**config.mk**
```make
export PLATFORM = sky130hd
export DESIGN_NAME = instruction_feeder
export DESIGN_NICKNAME = d
export VERILOG_FILES = /design/src/rtl/instruction_feeder.sv
export SDC_FILE = /design/constraint.sdc
export NUM_CORES = 1
export LEC_CHECK = 0
export CAP_MARGIN = 40
export CORE_ASPECT_RATIO = 0.7
export CORE_MARGIN = 10
export CORE_UTILIZATION = 45
export CTS_CLUSTER_DIAMETER = 100
export DETAILED_ROUTE_END_ITERATION = 7
export SETUP_SLACK_MARGIN = 0.02
export SLEW_MARGIN = 15
export SYNTH_ARGS = -nofsm -noshare
export SYNTH_HDL_FRONTEND = slang
export SYNTH_SLANG_ARGS = --single-unit
```
**constraint.sdc**
```tcl
create_clock -name i_clk -period 3.55 [get_ports i_clk]
set_input_delay 0.5325 -clock i_clk [delete_from_list [all_inputs] [get_ports i_clk]]
set_output_delay 0.5325 -clock i_clk [all_outputs]
set_load 0.02 [all_outputs]
```
**src/rtl/instruction_feeder.sv**
```systemverilog
// Assembles little-endian bytes into 32-bit instructions, queues them, and issues one word per
// clock as a single-cycle pulse (optionally only during vertical blanking). Latency >= 1 clock after push.
module instruction_feeder #(
   parameter int FIFO_DEPTH     = 8,
   parameter int ACTIVE_LINES   = 480,
   parameter int BLANK_ONLY     = 1,
   parameter int TIMEOUT_CYCLES = 1000000
) (
   input  logic                          i_clk,
   input  logic                          i_reset,
   input  logic [7:0]                    i_byte,
   input  logic                          i_byte_valid,
   input  logic [9:0]                    i_pixel_y,
   output logic [31:0]                   o_instruction,
   output logic                          o_instruction_ready,
   output logic [$clog2(FIFO_DEPTH):0]   o_fifo_count,
   output logic                          o_overflow,
   output logic                          o_sync_error
);

   localparam int AW = $clog2(FIFO_DEPTH);
   localparam int CW = AW + 1;
   localparam int TW = $clog2(TIMEOUT_CYCLES + 1);
   localparam logic [9:0]    ACT_Y    = 10'(ACTIVE_LINES);
   localparam logic [CW-1:0] FULL_CNT = CW'(FIFO_DEPTH);
   localparam logic [TW-1:0] TMO_LAST = TW'(TIMEOUT_CYCLES - 1);

   typedef enum logic {S_IDLE, S_COLLECT} state_t;

   state_t          state_q, state_d;
   logic [1:0]      k_q, k_d;
   logic [23:0]     data_q, data_d;
   logic [TW-1:0]   timer_q, timer_d;
   logic            timeout;

   logic [31:0]     mem_q [FIFO_DEPTH];
   logic [AW-1:0]   wr_ptr_q, rd_ptr_q;
   logic [CW-1:0]   count_q, count_d;
   logic [31:0]     instr_q;
   logic            ready_q, ovf_q, serr_q;

   logic gate, full, word_done, push, pop, drop;

   assign gate      = (BLANK_ONLY != 0) ? (i_pixel_y >= ACT_Y) : 1'b1;
   assign full      = (count_q == FULL_CNT);
   assign word_done = i_byte_valid && (state_q == S_COLLECT) && (k_q == 2'd3);
   assign pop       = (count_q != '0) && gate;
   // A simultaneous pop frees the slot, so a full FIFO can still accept the word.
   assign push      = word_done && (!full || pop);
   assign drop      = word_done && full && !pop;

   always_comb begin
      state_d = state_q;
      k_d     = k_q;
      data_d  = data_q;
      timer_d = timer_q;
      timeout = 1'b0;
      case (state_q)
         S_IDLE: begin
            if (i_byte_valid) begin
               data_d  = {16'd0, i_byte};
               k_d     = 2'd1;
               timer_d = '0;
               state_d = S_COLLECT;
            end
         end
         S_COLLECT: begin
            // An arriving byte takes priority over an expiring timeout.
            if (i_byte_valid) begin
               timer_d = '0;
               case (k_q)
                  2'd1:    begin data_d[15:8]  = i_byte; k_d = 2'd2; end
                  2'd2:    begin data_d[23:16] = i_byte; k_d = 2'd3; end
                  default: begin data_d = '0; k_d = 2'd0; state_d = S_IDLE; end
               endcase
            end else if (timer_q == TMO_LAST) begin
               timeout = 1'b1;
               data_d  = '0;
               k_d     = 2'd0;
               timer_d = '0;
               state_d = S_IDLE;
            end else begin
               timer_d = timer_q + TW'(1);
            end
         end
         default: state_d = S_IDLE;
      endcase
   end

   always_comb begin
      count_d = count_q;
      if (push && !pop)      count_d = count_q + CW'(1);
      else if (pop && !push) count_d = count_q - CW'(1);
   end

   always_ff @(posedge i_clk or posedge i_reset) begin
      if (i_reset) begin
         state_q  <= S_IDLE;
         k_q      <= 2'd0;
         data_q   <= '0;
         timer_q  <= '0;
         wr_ptr_q <= '0;
         rd_ptr_q <= '0;
         count_q  <= '0;
         instr_q  <= '0;
         ready_q  <= 1'b0;
         ovf_q    <= 1'b0;
         serr_q   <= 1'b0;
      end else begin
         state_q <= state_d;
         k_q     <= k_d;
         data_q  <= data_d;
         timer_q <= timer_d;
         count_q <= count_d;
         if (push) wr_ptr_q <= wr_ptr_q + AW'(1);
         if (pop) begin
            rd_ptr_q <= rd_ptr_q + AW'(1);
            instr_q  <= mem_q[rd_ptr_q];
         end
         ready_q <= pop;
         if (drop)    ovf_q  <= 1'b1;
         if (timeout) serr_q <= 1'b1;
      end
   end

   // Storage needs no reset: the pointers and count define which entries are valid.
   always_ff @(posedge i_clk) begin
      if (push) mem_q[wr_ptr_q] <= {i_byte, data_q};
   end

   assign o_instruction       = instr_q;
   assign o_instruction_ready = ready_q;
   assign o_fifo_count        = count_q;
   assign o_overflow          = ovf_q;
   assign o_sync_error        = serr_q;

endmodule

```
# Word-level counts from Yosys, hierarchy flattened
# Memories as Yosys holds them, arrays and structs flattened. A register that Yosys moved wholly into a read port is not among the register bits.
# Index checks and enable logic that the tools add are counted.
dict set report totals {
  reg_bits 60
  ram_bits 256
  inputBits 21
  memories 1
}
# name words width read_ports rd_clocked_by_memory_dff write_ports line_no
set mem_list {}
lappend mem_list {mem_q 8 32 1 1 1 36} ;# logic [31:0] mem_q [FIFO_DEPTH];
dict set report classes {
  addsub 5
  n_lt_le_gt_ge 1
  n_eq_ne 10
  n_mux 28
  bitwise_logic 1
  n_reduce_logical 19
}
# operator n
set ops {}
lappend ops {{$mux 24} 3}
lappend ops {{$mux 20} 3}
lappend ops {{$pmux 24 s2} 1}
lappend ops {{$pmux 20 s2} 1}
lappend ops {{$pmux 8 s2} 2}
lappend ops {{$add 20x1->20 const B} 1}
lappend ops {{$eq 20x20->1 const B} 1}
lappend ops {{$ge 10x9->1 const B} 1}
lappend ops {{$mux 1} 9}
lappend ops {{$ne 3x3->1 const B} 3}
lappend ops {{$reduce_and 3->1} 3}
lappend ops {{$logic_and 1x1->1} 8}
lappend ops {{$mux 4} 2}
lappend ops {{$mux 8} 1}
lappend ops {{$pmux 2 s2} 2}
lappend ops {{$add 3x1->3 const B} 2}
lappend ops {{$mux 2} 3}
lappend ops {{$add 4x1->4 const B} 1}
lappend ops {{$eq 2x2->1 const B} 2}
lappend ops {{$eq 4x4->1 const B} 1}
lappend ops {{$reduce_bool 4->1} 1}
lappend ops {{$sub 4x1->4 const B} 1}
lappend ops {{$logic_not 1->1} 3}
lappend ops {{$ne 3x2->1 const B} 1}
lappend ops {{other kinds (8)} 8}

# Longest topological paths before layout
# Gate-level depths: netlist (run 1).
dict set report logic_depth {
  ltp_word 8
  ltp_mapped 12
  ltp_nobuf 11
}

# Worst setup path before layout (run 1)
# No wires, ideal clock.
dict set report synth_path {
  path_type {in2reg}
  from {input i_pixel_y[5]}
  to {memory mem_q[0][0], enable pin}
  setup_ps 461
  arrival_time_ps 3453
  t_required_ps 3089
  setup_slack_ps -364
  stages 6
  path_buffers 1
  path_cell_list {a41oi_1 -> nand3_1 -> nor2b_1 -> clkbuf_1 -> nand2b_1 -> nor3_1}
}
dict set report synth_between {
  elab_chain_cells 6
}
# element line_no
set synth_rtl {}
lappend synth_rtl {{start, declared} 13} ;# input logic [9:0] i_pixel_y,
lappend synth_rtl {{$ge 10x9->1} 44} ;# assign gate = (BLANK_ONLY != 0) ? (i_pixel_y >= ACT_Y) : 1'b1;
lappend synth_rtl {{$logic_and 1x1->1} 47} ;# assign pop = (count_q != '0) && gate;
lappend synth_rtl {{$logic_or 1x1->1} 49} ;# assign push = word_done && (!full || pop);
lappend synth_rtl {{$logic_and 1x1->1} 49}
lappend synth_rtl {{net push} 42} ;# logic gate, full, word_done, push, pop, drop;
lappend synth_rtl {{$mux 1} 128} ;# if (push) mem_q[wr_ptr_q] <= {i_byte, data_q};
lappend synth_rtl {{$mux 1 (not written as such)} 128}
lappend synth_rtl {{end, declared} 36}
# The timed path passes the listed nets, and every way through them passes these cells.

# Worst setup path in the final report (run 1)
dict set report layout_path {
  from {register count_q[0] (netlist: o_fifo_count[0])}
  to {register count_q[3] (netlist: o_fifo_count[3])}
}
dict set report layout_between {
  elab_chain_cells 7
}
# element line_no
set layout_rtl {}
lappend layout_rtl {{start, declared} 38} ;# logic [CW-1:0] count_q, count_d;
lappend layout_rtl {{start signal, assigned} 114} ;# count_q <= count_d;
lappend layout_rtl {{parallel branches: the longest is 7 deep, another holds $sub 4x1->4} -}
# Parallel ways; which one is timed is not known. The select of a mux whose other input is x is not followed.
# A chain may end at the register's enable or synchronous reset.

==> results.sh, run 1 <==
export IMPL_p_per_area_nw_per_um2=774
export IMPL_r2r_end="o_fifo_count[3]$_DFFE_PP0P_"
export IMPL_end_kind="flop"
export IMPL_r2r_slack_ps=960
export IMPL_multiInputGateArea_um2=3560
export IMPL_ys_types=55
export IMPL_synthArstFlopShare=0.264
export IMPL_synthTopCellsByArea="edfxtp_1, dfrtp_1, mux4_2"
export IMPL_reg2reg_from="o_fifo_count[0]$_DFFE_PP0P_"
export IMPL_fillers=2410
export IMPL_io_pins=60
export IMPL_synth_cells=751
export IMPL_start_kind="flop"
export IMPL_max_freq_ghz=0.386
export IMPL_drv_slew=0
export IMPL_grt_setup_unrepaired="no"
export IMPL_timing_final_crit_share=0.730
export IMPL_status="finished clean"
export IMPL_post_dp_cell_area_um2=15000
export IMPL_hp_class="in2async"
export IMPL_total_power_uw=12500
export IMPL_syn_avg_cell_area_um2=18.2
export IMPL_clk_path_buf_depth=3
export IMPL_grt_overflow=0
export IMPL_synth_fp_nets=782
export IMPL_routed_wl_um=29100
export IMPL_dieHeight_um=166
export IMPL_ctsHtreeMaxLevel=2
export IMPL_fin_area_um2=16200
export IMPL_netlist_area_um2=13700
export IMPL_yosysTopAreaCellShare=0.563
export IMPL_grt_usage=0.157
export IMPL_clk_pin_slew_ps=60
export IMPL_grt_max_degree=69
export IMPL_hold_buffers=0
export IMPL_fin_crit_ps=2590
export IMPL_fin_setup_tns_ps=0
export IMPL_crit_arrival_ps=2990
export IMPL_drt_initial_drc_count=680
export IMPL_antenna_cells=0
export IMPL_ant_nets=0
export IMPL_switching_share=0.294
export IMPL_p_int_uw=8830
export IMPL_first_pass_iters=5
export IMPL_postCtsSetupRepairBufs=0
export IMPL_die_area_um2=37800
export IMPL_synth_top_area_cell="edfxtp_1"
export IMPL_area_delta_synth_final_pct=18.3
export IMPL_initial_utilization=0.456
export IMPL_seqPwrFrac=0.441
export IMPL_grtUsageMet2=0.243
export IMPL_clock_sinks=348
export IMPL_yosysMostFrequentCell="edfxtp_1"
export IMPL_tritoncts="yes"
export IMPL_io_buffers=54
export IMPL_synthFlopType="edfxtp_1"
export IMPL_register_area_um2=10000
export IMPL_worst_slew_pin_slew_ps=783
export IMPL_cts_root_buf="clkbuf_16"
export IMPL_pwr_share_clk=0.302
export IMPL_synth_common_cells="edfxtp_1, dfrtp_1, mux4_2"
export IMPL_grt_busiest_layer="met2"
export IMPL_cts_resized_gates=0
export IMPL_max_cap_viol_count=0
export IMPL_fin_nets=869
export IMPL_rows=53
export IMPL_ir_drop_mv=0.484
export IMPL_die_w_um=228
export IMPL_leakagePower_uw=0.00575
export IMPL_yosysSeqAreaShare=0.731
export IMPL_drc=0
export IMPL_grt_pass1_wl_um=46200
export IMPL_cts_made_buffers=35
export IMPL_drive_above_1_share=0.206
export IMPL_vias_per_cell=5.59
export IMPL_p_switching_uw=3680
export IMPL_wire_per_inst_um=22.8
export IMPL_ys_warn_count=0
export IMPL_hold_viol_final=0
export IMPL_antenna_found_initial=0
export IMPL_num_vias=7142
export IMPL_met1_usage=0.220
export IMPL_path_class="reg2reg"
export IMPL_cp_required_ps=3950
export IMPL_relSlewSlack=0.476
export IMPL_pwr_share_comb=0.257
export IMPL_synth_seq_cells=348
export IMPL_synth_edf_count=256
export IMPL_globalRouteMet3Util=0.0323
export IMPL_core_um2=30000
export IMPL_worst_path_max_fanout=5
export IMPL_clk_latency_ps=530
export IMPL_gp_congestion=0.813
export IMPL_skew_ps=29.9
export IMPL_dp_hpwl_um=17300
export IMPL_reg2reg_depth=11
export IMPL_grt_pass1_vias=7555
export IMPL_setup_viol=0
how the worst max path moves through the flow:
| stage | from | to | slack, ps | depth (start not counted) |
|---|---|---|---|---|
| CTS | o_fifo_count[0]$_DFFE_PP0P_ | o_fifo_count[3]$_DFFE_PP0P_ | 930 | 11 |
| floorplan | i_pixel_y[5] | mem_q[6][0]$_DFFE_PP_ | 490 | 6 |
| global route | o_fifo_count[0]$_DFFE_PP0P_ | o_fifo_count[3]$_DFFE_PP0P_ | 690 | 11 |
| finish | o_fifo_count[0]$_DFFE_PP0P_ | o_fifo_count[3]$_DFFE_PP0P_ | 960 | 11 |
| detailed placement | i_pixel_y[7] | o_fifo_count[3]$_DFFE_PP0P_ | 550 | 12 |
| global placement | i_pixel_y[7] | o_fifo_count[3]$_DFFE_PP0P_ | 530 | 12 |
state kept, by name, summed over array words and instances (netlist names):
name	count
rd_ptr_q	3
o_sync_error	1
timer_q	20
state_q	1
data_q	24
o_instruction	32
k_q	2
o_fifo_count	4
o_overflow	1
wr_ptr_q	3
o_instruction_ready	1
mem_q	256
power by group through the flow:
stage                     Sequential (uW)  Clock [uW]  Combinational (uW)
final                                5510        3770                3220
after global routing                 5610        4040                3500
after CTS                            5530        3860                3280
after detailed placement             5610           0                3260
after global placement               5560           0                3220
after floorplan                      5610           0                1990
critical path, cell delays in order, from the launching register on:
cell and delay [ps]:
dfrtp_1 450, nor3_1 450, nand3_1 160, nor2b_1 180, ha_1 220, inv_1 110, ha_1 240, a21o_1 170
a21oi_1 180, xnor2_1 140, nor2_1 60, xnor2_1 130
layout by cell type, fill, tap and decap left out, types with 9 or more instances in the layout:
| master | instances |
|---|---|
| mux2i_1 | 41 |
| clkinv_2 | 9 |
| edfxtp_1 | 256 |
| dfrtp_1 | 89 |
| clkdlybuf4s50_1 | 54 |
| buf_4 | 22 |
| inv_1 | 9 |
| nor2_1 | 49 |
| a21oi_1 | 38 |
| nand3_1 | 9 |
| ha_1 | 9 |
| xnor2_1 | 10 |
| nand2_1 | 23 |
| clkbuf_16 | 36 |
| mux4_2 | 64 |
| a22o_1 | 16 |
metal layers:
layer	up-vias	wire length (um)
met5	-	0
met4	0	447
met3	41	1920
met2	220	13800
met1	3718	12900
li1	3163	-
cells by family (layout without fill, tap and decap cells):
kind of cell / after synthesis / in the layout / share of synthesized area
adders and majority gates: 10 / 10 / 0.00971
xor gates and xnor gates: 17 / 17 / 0.0109
buffers and inverters: 44 / 158 / 0.0138
muxes: 108 / 108 / 0.138
DFF: 348 / 348 / 0.731
and+or+nand+nor: 139 / 139 / 0.0535
AOI/OAI and AO/OA: 85 / 85 / 0.0430
cell type report:
cell class / count / area share
Tap cell: 412 / 0.0319
Inverter: 10 / 0.00248
Clock buffer: 46 / 0.0605
Sequential cell: 348 / 0.618
Timing Repair Buffer: 84 / 0.0536
Multi-Input combinational cell: 359 / 0.220
Clock inverter: 18 / 0.0125
through the flow:
step	hold WS [ps]	setup slack [ps]	std cells	util
after floorplan	480	492	751	-
after global placement	465	529	1211	0.499
after detailed placement	462	548	1212	0.500
after CTS	367	926	1276	0.539
after global routing	380	692	1277	0.539
final	370	960	1277	0.539
(Power assumes the default switching activity.)
==> run 2: changes to the inputs <==
==> constraint.sdc (replaced) <==
create_clock -name i_clk -period 2.5 [get_ports i_clk]
set_input_delay 0.375 -clock i_clk [delete_from_list [all_inputs] [get_ports i_clk]]
set_output_delay 0.375 -clock i_clk [all_outputs]
set_load 0.02 [all_outputs]
==> run 2 against run 1 <==
Critical path depth unchanged. Critical path type unchanged. Highest routed layer unchanged. Worst hold slack worse by 150 ps. Total power up 42%. Setup slack worse by 760 ps. Largest cell class unchanged. Count of clock-buffer cells in the layout down 1. First-iteration DRC count down 17%. Largest power group unchanged.
==> results.sh, run 2 (synthesis results as in run 1) <==
export IMPL_skew_ps=16.9
export IMPL_core_um2=30000
export IMPL_grt_overflow=0
export IMPL_ir_drop_mv=0.519
export IMPL_timing_final_crit_share=0.922
export IMPL_cts_made_buffers=34
export IMPL_drive_above_1_share=0.210
export IMPL_pwr_share_clk=0.294
export IMPL_fin_area_um2=16300
export IMPL_num_vias=7025
export IMPL_wire_per_inst_um=22.0
export IMPL_drv_slew=0
export IMPL_grt_setup_unrepaired="no"
export IMPL_grt_usage=0.151
export IMPL_pwr_share_comb=0.263
export IMPL_crit_buf_inv=1
export IMPL_die_area_um2=37800
export IMPL_crit_arrival_ps=2690
export IMPL_seqPwrFrac=0.442
export IMPL_regMostFlops="mem_q"
export IMPL_r2r_end="o_fifo_count[3]$_DFFE_PP0P_"
export IMPL_path_class="reg2reg"
export IMPL_io_pins=60
export IMPL_grt_max_degree=69
export IMPL_first_pass_iters=5
export IMPL_clk_latency_ps=510
export IMPL_crit_chain="nor3_2, nand3_1, nor2b_1, ha_1, inv_1, ha_1, a21o_1, a21oi_1, xnor2_1, nor2_1, xnor2_1"
export IMPL_leakagePower_uw=0.00578
export IMPL_routed_wl_um=28200
export IMPL_final_cell_mix="edfxtp_1, dfrtp_1, mux4_2, clkdlybuf4s50_1, nor2_1"
export IMPL_clk_pin_slew_ps=60
export IMPL_vias_per_cell=5.48
export IMPL_ctsHtreeMaxLevel=2
export IMPL_hp_class="in2async"
export IMPL_area_delta_synth_final_pct=19.7
export IMPL_crit_family="simple AND/OR/NAND/NOR gates"
export IMPL_hold_viol_final=0
export IMPL_cp_required_ps=2880
export IMPL_largest_register_ff_count=256
export IMPL_drt_initial_drc_count=565
export IMPL_timing_hold_ws_ps=221
export IMPL_total_power_uw=17700
export IMPL_rows=53
export IMPL_post_dp_cell_area_um2=15200
export IMPL_fin_nets=877
export IMPL_final_common_cell="edfxtp_1"
export IMPL_r2r_slack_ps=200
export IMPL_initial_utilization=0.456
export IMPL_slowest_stage="dfrtp_2"
export IMPL_end_kind="flop"
export IMPL_io_buffers=54
export IMPL_grt_pass1_vias=7500
export IMPL_ant_nets=0
export IMPL_slowest_delay_ps=450
export IMPL_worst_path_max_fanout=5
export IMPL_reg2reg_depth=11
export IMPL_reg2reg_from="o_fifo_count[1]$_DFFE_PP0P_"
export IMPL_grt_pass1_wl_um=45000
export IMPL_drc=0
export IMPL_setup_viol=0
export IMPL_clock_sinks=348
export IMPL_max_freq_ghz=0.434
export IMPL_antenna_cells=0
export IMPL_gp_congestion=0.804
export IMPL_antenna_found_initial=0
export IMPL_relSlewSlack=0.499
export IMPL_max_cap_viol_count=0
export IMPL_fin_crit_ps=2300
export IMPL_switching_share=0.292
export IMPL_cts_root_buf="clkbuf_16"
export IMPL_hold_buffers=0
export IMPL_dieHeight_um=166
export IMPL_tritoncts="yes"
export IMPL_fillers=2366
export IMPL_clk_path_buf_depth=3
export IMPL_status="finished clean"
export IMPL_p_per_area_nw_per_um2=1080
export IMPL_final_core_util=0.545
export IMPL_die_w_um=228
export IMPL_worst_slew_pin_slew_ps=752
export IMPL_dp_hpwl_um=17000
export IMPL_p_switching_uw=5170
export IMPL_p_int_uw=12600
export IMPL_start_kind="flop"
[run 2: cell count changes in the layout (fill, tap and decap cells not counted), moves of 2 or more]
cell and delta:
buf_4 -3, inv_6 -2, dfrtp_1 -2, clkinv_2 -7
clkinvlp_4 +3, buf_12 +12, clkinv_1 +4, dfrtp_2 +2
[run 2: power groups by stage]
stage          registers, uW  clock network, uW  logic (uW)
2_1_floorplan           7980                  0        2850
3_3_place_gp            7930                  0        4690
3_5_place_dp            7980                  0        4760
4_1_cts                 7860               5340        4780
5_1_grt                 7970               5560        5080
6_report                7840               5220        4670
[run 2: stage by stage]
| step | TNS [ps] | cells | setup slack, ps |
|---|---|---|---|
| 3_5_place_dp | -196 | 1222 | -149 |
| 6_report | 0 | 1283 | 195 |
| 4_1_cts | 0 | 1283 | 115 |
| 3_3_place_gp | -128 | 1222 | -128 |
| 2_1_floorplan | 0 | 751 | 11.8 |
| 5_1_grt | 0 | 1283 | 21.1 |
[run 2: layout make-up]
| cell class | count | area (um^2) | share of cell area |
|---|---|---|---|
| sequential | 348 | 10000 | 0.612 |
| inverter | 10 | 41.3 | 0.00253 |
| clock inverter | 16 | 189 | 0.0116 |
| timing repair buffer | 93 | 1080 | 0.0663 |
| multi-input combinational | 359 | 3570 | 0.218 |
| tap | 412 | 515 | 0.0315 |
| clock buffer | 45 | 953 | 0.0583 |
[run 2: how the worst max path moves through the flow]
stage               cells after the start                   startpoint                           to
floorplan                               6  o_fifo_count[2]$_DFFE_PP0P_        mem_q[6][0]$_DFFE_PP_
global placement                       12                 i_pixel_y[5]  o_fifo_count[3]$_DFFE_PP0P_
detailed placement                     12                 i_pixel_y[5]  o_fifo_count[3]$_DFFE_PP0P_
CTS                                    11  o_fifo_count[1]$_DFFE_PP0P_  o_fifo_count[3]$_DFFE_PP0P_
global route                           11  o_fifo_count[1]$_DFFE_PP0P_  o_fifo_count[3]$_DFFE_PP0P_
finish                                 11  o_fifo_count[1]$_DFFE_PP0P_  o_fifo_count[3]$_DFFE_PP0P_
[run 2: routing by layer]
layer,share of wire,global-route usage
met1,0.46,0.211
met2,0.47,0.239
met3,0.053,0.0304
met4,0.012,0.0324
met5,0,0
[run 2: repair_timing]
item / CTS / global route
resized for setup: 0 / 1
endpoints found under the setup margin: 0 / 1
buffers inserted: 0 / 0
